<file path="src/rtl/bus_timer_pkg.sv">
// bus_timer_pkg
//   Shared constants for the bus_timer slave: register indices decoded from
//   addr[1:0], bit positions inside CTRL/INTR, and the bus read/write encoding.
package bus_timer_pkg;

  // Register indices (word address bits [1:0])
  localparam logic [1:0] TIMER_ADDR_CTRL    = 2'd0;
  localparam logic [1:0] TIMER_ADDR_INTR    = 2'd1;
  localparam logic [1:0] TIMER_ADDR_EXPR    = 2'd2;
  localparam logic [1:0] TIMER_ADDR_COUNTER = 2'd3;

  // Bit positions
  localparam int TIMER_START    = 0;  // CTRL
  localparam int TIMER_PERIODIC = 1;  // CTRL
  localparam int TIMER_FLAG     = 0;  // INTR

  // Bus direction encoding on rw
  localparam logic READ  = 1'b1;
  localparam logic WRITE = 1'b0;

endpackage

</file>
<file path="src/rtl/bus_timer.sv">
// bus_timer
//   Memory-mapped interval timer on one slave port of the shared bus.
//   A free-running up-counter compares against EXPR; on a match it reloads 0,
//   sets the interrupt flag and, in one-shot mode, stops itself.
//   Every access (cs & as) is acknowledged with a registered one-cycle rdy
//   pulse in the following cycle; reads return the pre-edge register value.
//
// Ports
//   clk      in   system clock, rising edge
//   rest     in   asynchronous active-high reset
//   cs       in   chip select from the address decoder
//   as       in   address strobe; an access is cs & as
//   rw       in   1 = read, 0 = write
//   addr     in   word address [29:0]; only [1:0] decoded
//   wr_data  in   write data [31:0]
//   rd_data  out  read data [31:0], non-zero only while rdy = 1
//   rdy      out  one-cycle access acknowledge
//   irq      out  level interrupt, mirrors the INTR flag
module bus_timer
  import bus_timer_pkg::*;
#(
  parameter logic [31:0] RESET_EXPR = 32'hFFFF_FFFF
) (
  input  logic        clk,
  input  logic        rest,
  input  logic        cs,
  input  logic        as,
  input  logic        rw,
  input  logic [29:0] addr,
  input  logic [31:0] wr_data,
  output logic [31:0] rd_data,
  output logic        rdy,
  output logic        irq
);

  logic        start_q,    start_d;
  logic        periodic_q, periodic_d;
  logic        flag_q,     flag_d;
  logic [31:0] expr_q,     expr_d;
  logic [31:0] counter_q,  counter_d;
  logic        rdy_q,      rdy_d;
  logic [31:0] rd_data_q,  rd_data_d;

  logic        access, wr_en, rd_en, expire;
  logic [1:0]  reg_sel;
  logic [31:0] reg_rd_val;

  // Upper address bits are deliberately ignored (register window aliases).
  logic unused_addr;
  assign unused_addr = ^addr[29:2];

  assign reg_sel = addr[1:0];
  assign access  = cs & as;
  assign wr_en   = access & (rw == WRITE);
  assign rd_en   = access & (rw == READ);
  assign expire  = start_q & (counter_q == expr_q);

  // Read mux over the current (pre-edge) register values.
  always_comb begin
    // NOTE: every combinational output gets a default first so no path can
    // leave it unassigned and infer a latch.
    reg_rd_val = '0;
    unique case (reg_sel)
      TIMER_ADDR_CTRL:    reg_rd_val = {30'd0, periodic_q, start_q};
      TIMER_ADDR_INTR:    reg_rd_val = {31'd0, flag_q};
      TIMER_ADDR_EXPR:    reg_rd_val = expr_q;
      TIMER_ADDR_COUNTER: reg_rd_val = counter_q;
      default:            reg_rd_val = '0;
    endcase
  end

  // Next-state logic. Ordering of assignments encodes collision priority:
  // counter/control hardware updates first, then bus writes override them,
  // except the flag where an expiry set beats a software clear.
  always_comb begin
    start_d    = start_q;
    periodic_d = periodic_q;
    flag_d     = flag_q;
    expr_d     = expr_q;
    counter_d  = counter_q;

    if (start_q) begin
      counter_d = expire ? 32'd0 : counter_q + 32'd1;
    end
    if (expire && !periodic_q) begin
      start_d = 1'b0;
    end

    if (wr_en) begin
      unique case (reg_sel)
        TIMER_ADDR_CTRL: begin
          start_d    = wr_data[TIMER_START];
          periodic_d = wr_data[TIMER_PERIODIC];
        end
        TIMER_ADDR_INTR: begin
          if (wr_data[TIMER_FLAG]) flag_d = 1'b0;
        end
        TIMER_ADDR_EXPR:    expr_d    = wr_data;
        TIMER_ADDR_COUNTER: counter_d = wr_data;
        default: ;
      endcase
    end

    if (expire) begin
      flag_d = 1'b1;
    end

    rdy_d     = access;
    rd_data_d = rd_en ? reg_rd_val : 32'd0;
  end

  // NOTE: sequential state uses non-blocking assignments only, so every flop
  // samples the pre-edge values computed above.
  always_ff @(posedge clk or posedge rest) begin
    if (rest) begin
      start_q    <= 1'b0;
      periodic_q <= 1'b0;
      flag_q     <= 1'b0;
      expr_q     <= RESET_EXPR;
      counter_q  <= 32'd0;
      rdy_q      <= 1'b0;
      rd_data_q  <= 32'd0;
    end else begin
      start_q    <= start_d;
      periodic_q <= periodic_d;
      flag_q     <= flag_d;
      expr_q     <= expr_d;
      counter_q  <= counter_d;
      rdy_q      <= rdy_d;
      rd_data_q  <= rd_data_d;
    end
  end

  assign rdy     = rdy_q;
  assign rd_data = rd_data_q;
  assign irq     = flag_q;

endmodule
</file>
<file path="config.mk">
export PLATFORM = sky130hd
export DESIGN_NAME = bus_timer
export DESIGN_NICKNAME = d
export VERILOG_FILES = /design/src/rtl/bus_timer_pkg.sv /design/src/rtl/bus_timer.sv
export SDC_FILE = /design/constraint.sdc
export NUM_CORES = 1
export LEC_CHECK = 0
export ABC_AREA = 1
export CORE_ASPECT_RATIO = 0.75
export CORE_UTILIZATION = 49
export CTS_BUF_LIST = sky130_fd_sc_hd__clkbuf_8
export DETAILED_ROUTE_END_ITERATION = 10
export GPL_TIMING_DRIVEN = 0
export PLACE_DENSITY = 0.78
export SLEW_MARGIN = 20
export SYNTH_ARGS = -nofsm -noshare
export SYNTH_HDL_FRONTEND = slang
export SYNTH_SLANG_ARGS = --single-unit
export TNS_END_PERCENT = 10
</file>
<file path="constraint.sdc">
create_clock -name clk -period 3 [get_ports clk]
set_clock_uncertainty 0.1 [all_clocks]
set_input_delay 0.3 -clock clk [delete_from_list [all_inputs] [get_ports clk]]
set_output_delay 0.3 -clock clk [all_outputs]
set_load 0.02 [all_outputs]
</file>
After elaboration in Yosys (flattened, before gate mapping)
Index checks and enable logic that the tools add are counted.
- flip-flop bits (word level): 100
- output and inout bits: 34
- bits of input ports: 67
- bitwise operators: 5
- reduce and logical (&&, ||, !) cells: 9
- equality and inequality tests: 4
- add/sub/neg operators: 1
- mux-type cells: 13
- operators with widths (kind ; count):
    two-way mux 32 bit ; 5
    one-hot mux 32 bit (4 select lines) ; 1
    adder 32 x 1 -> 32 bit, second input constant ; 1
    equality test 32 bit ; 1
    two-way mux 1 bit ; 7
    nonzero test 2 bit ; 3
    bitwise AND 1 bit ; 4
    equality test 2 bit, second input constant ; 2
    AND reduction 2 bit ; 2
    AND reduction 3 bit ; 1
    equality test 2 x 1 -> 1 bit, second input constant ; 1
    logical NOT 2 bit ; 1
    logical AND 1 bit ; 1
    logical NOT 1 bit ; 1
    NOT 1 bit ; 1

Depth between registers and ports, before layout
- depth after elaboration: 6
- gate-level depth with buffers: 13
- gate-level depth less buffers: 11

Worst setup path before layout
No wires, ideal clock.
- kind: register -> register
- start: reg expr_q[19]
- end: reg counter_q[16]
- stages on the path, launching flop included: 13
- arrival: 1.421 ns
- slack: 1.357 ns
- required time: 2.778 ns
- setup time: 0.122 ns
- cells stage by stage: dfstp_2 inv_1 nand2_1 nand2_1 inv_1 nand2_1 nor2_2 nand2_1 nor2_2 nand3_4 nand2_4 buf_12 o21ai_2
- longest elaborated chain between the ends: 6
- RTL lines (element ; RTL line ; text):
    start, declared ; bus_timer.sv:39 ; logic [31:0] expr_q, expr_d;
    start signal, assigned ; bus_timer.sv:127 ; expr_q <= expr_d;
    equality test 32 bit (*) ; bus_timer.sv:56 ; assign expire = start_q & (counter_q == expr_q);
    bitwise AND 1 bit (*) ; bus_timer.sv:56 ;
    two-way mux 32 bit (*) ; bus_timer.sv:83 ; counter_d = expire ? 32'd0 : counter_q + 32'd1;
    two-way mux 32 bit (*) ; bus_timer.sv:82 ; if (start_q) begin
    two-way mux 32 bit ; bus_timer.sv:90 ; unique case (reg_sel)
    two-way mux 32 bit (*) ; bus_timer.sv:89 ; if (wr_en) begin
    net counter_d[16] ; bus_timer.sv:40 ; logic [31:0] counter_q, counter_d;
    end signal, assigned ; bus_timer.sv:128 ; counter_q <= counter_d;
    end, declared ; bus_timer.sv:40 ;
Mark *: on every way through the listed nets, which the timed path passes. The rest lies on a longest branch.
A chain may end at the register's enable or synchronous reset.

Worst setup path in the final report
- start: reg expr_q[19]
- end: reg counter_q[26]
The elaborated chain is that of the path after synthesis.

==> impl_metrics.csv <==
group,metric,value,unit
floorplan,boundaryPins,101,
clock_network,cts_setup_buffers,0,
timing,hold_ws,0.219,ns
logic_synthesis,synth_top_cells_by_count,"nand2_1, dfrtp_1, inv_1",
timing,relSlewSlack,0.440,
clock_network,clk_latency,0.38,ns
logic_synthesis,synth_ff_type,"dfrtp_1",
timing,finalMaxSlewViolations,0,
power,seqPwrFrac,0.476,
clock_network,ctsResizeCount,0,
logic_synthesis,synthArstFlopShare,1.00,
critical_path,worstPathRequired,3.17,ns
logic_synthesis,syn_nets,759,
placement,place_area,6430,um2
critical_path,crit_type,"reg -> reg",
global_routing,grt_max_degree,53,
power,power_density,596,nW/um2
logic_synthesis,synth_top_cell_by_area,"dfrtp_1",
placement,gp_congestion,0.897,
placement,post-place-ws,0.696,ns
timing,period_minus_slack,2.02,ns
power,power_frac_comb,0.266,
clock_network,path_clk_slew,0.09,ns
logic_synthesis,syn_inst,691,
logic_synthesis,synth_seq_area_share,0.460,
global_routing,grt_pass1_vias,4901,
logic_synthesis,ys_warn_count,0,
critical_path,rr_startpoint,"expr_q[19]",
run_status,outcome,"complete, no violations",
cells_and_area,drive_gt1_frac,0.177,
clock_network,postCtsHoldBufs,0,
cells_and_area,area_growth,20.6,%
detailed_routing,detail_route.wirelength,14800,um
timing,setup_slack,0.984,ns
detailed_routing,via_per_inst,5.35,
min_path,worstHoldPathType,"in -> async",
clock_network,cts_made_buffers,9,
cells_and_area,fin_area,6660,um2
timing,fmax,0.496,GHz
detailed_routing,dr.pass1.iters,5,
power,ir_drop,0.290,mV
power,switching_power,1340,uW
timing,setup_viol,0,
logic_synthesis,synth_area_leaders,"dfrtp_1, dfstp_2, nand2_1",
critical_path,worst_setup_path_start_kind,"register",
floorplan,num_rows,33,
clock_network,cts_root_buf,"clkbuf_8",
critical_path,worstSetupEndpointType,"register",
detailed_routing,postRouteAntennaNets,0,
detailed_routing,avgRoutedWirePerCell,16.2,um
logic_synthesis,postSynthAreaPerCell,7.99,um2
clock_network,cts_buffer_depth,2,
placement,port-buffer-count,70,
run,cap_violations,0,
floorplan,dieHeight,93.9,um
critical_path,path_max_fanout,10,
power,swShare,0.337,
timing,post-route-period-util,0.672,
detailed_routing,initialDrtViolationCount,413,
logic_synthesis,synth_edf_count,0,
clock_network,cts.sinks,100,
clock_network,cts_htree_levels,3,
logic_synthesis,synth_top_area_share,0.308,
power,leakage,0.00294,uW
cells_and_area,fin_util,0.609,
critical_path,crit_arrival,2.19,ns
detailed_routing,vias,4911,
clock_network,cts_tree,"done",
logic_synthesis,ys_types,39,
critical_path,cp-startpoint,"expr_q[19]",
timing,rsz0062_at_grt,"false",
global_routing,antenna_found_initial,0,
timing,hold_violations,0,
placement,dp.final_hpwl,10800,um
floorplan,fp.dieW,125,um
floorplan,core-area,10900,um2
global_routing,grt_pass1_wl,24600,um
timing,tightestPinTransition,0.840,ns
logic_synthesis,syn_area,5520,um2
global_routing,grt_use_total,0.272,
global_routing,grt_overflow,0,
logic_synthesis,ys_ff_latch,100,
cells_and_area,fillerInstances,983,
cells_and_area,antenna_cells,0,
floorplan,initial_core_util,0.505,
cells_and_area,nets,841,
logic_synthesis,yosysMostFrequentCell,"nand2_1",
power,internal-power,2630,uW
detailed_routing,drcViolationCount,0,
floorplan,die_area,11700,um2
power,pwr-share-clk,0.258,
[layout make-up]
cell class	count	area, um2	area share
Inverter	75	287	0.0430
Buffer	33	189	0.0284
Timing Repair Buffer	71	728	0.109
Multi-Input combinational cell	483	2510	0.377
Clock buffer	9	124	0.0186
Sequential cell	100	2540	0.382
Tap cell	140	175	0.0263
Clock inverter	7	108	0.0162
[through the flow]
step                total power [uW]  instances  setup TNS, ns
floorplan                       2610        691              0
global placement                2900        901        -108.79
detailed placement              2950        902              0
CTS                             3980        918              0
global route                    4210        918              0
finish                          3970        918              0
[per-layer routing]
metal | GRT usage | routed length, um
met1 | 0.381 | 6930
met2 | 0.424 | 6620
met3 | 0.0513 | 1000
met4 | 0.0904 | 300
met5 | 0 | 0
[power groups by stage]
stage	clock network, uW	logic [uW]	registers [uW]
CTS	1040	1050	1880
floorplan	0	754	1860
global placement	0	1000	1890
detailed placement	0	1040	1910
global route	1090	1190	1930
finish	1030	1060	1890
[registers in the layout, indices dropped and copies added (netlist names)]
register / cells
periodic_q: 1
rd_data: 32
expr_q: 32
rdy: 1
start_q: 1
counter_q: 32
irq: 1
[logic make-up (layout without fill, tap and decap cells)]
kind of cell               after synthesis  count (layout)  share of synthesized area
and+or+nand+nor                        337             337                      0.266
buffers and inverters                  108             195                     0.0852
AOI/OAI and AO/OA                      100             100                      0.107
DFF                                    100             100                      0.460
xor gates and xnor gates                29              29                     0.0460
muxes                                   16              16                     0.0326
adders and majority gates                1               1                    0.00227
[cell usage in the layout, fill, tap and decap left out, types with 2 or more instances in the layout]
cell type	synthesis	layout
o21ai_0	20	20
xnor2_1	10	10
nand2_1	187	187
nor2_2	10	10
o21ai_2	20	20
a211oi_1	2	2
inv_2	12	12
buf_1	3	3
clkinv_2	0	2
clkbuf_1	12	12
nand3_1	53	53
nor2_4	3	3
nor3_1	10	10
buf_2	8	8
nand4_1	6	6
buf_12	2	2
a21oi_1	50	50
buf_4	5	5
dfstp_2	32	32
inv_1	63	64
dfrtp_1	68	68
nor2_1	55	55
clkbuf_8	0	9
xor2_1	19	19
clkdlybuf4s50_1	0	70
clkbuf_2	3	3
bufinv_16	0	3
nand2_2	3	3
nand3_2	2	2
o21ai_1	4	4
or2_2	2	2
mux2_2	16	16
[worst paths after layout]
check,depth (start not counted),slack [ns],end
worst min-delay path,2,0.22,rd_data[6]
worst max-delay path,12,0.98,counter_q[26]
min in group clk,3,0.26,rd_data[0]
worst min register to register,2,0.40,expr_q[1]
max in group asynchronous,3,1.92,expr_q[1]
worst max register to register,12,0.98,counter_q[26]
[worst max-delay path, stage by stage, from the launching register on]
cell and delay [ns]:
dfstp_2 0.56, inv_1 0.06, nand2_1 0.08, nand2_1 0.06
inv_1 0.05, nand2_1 0.05, nor2_2 0.15, nand2_1 0.12
nor2_2 0.14, nand3_4 0.14, nand2_4 0.18, buf_12 0.17
o21ai_2 0.06
(Power assumes the default switching activity.)
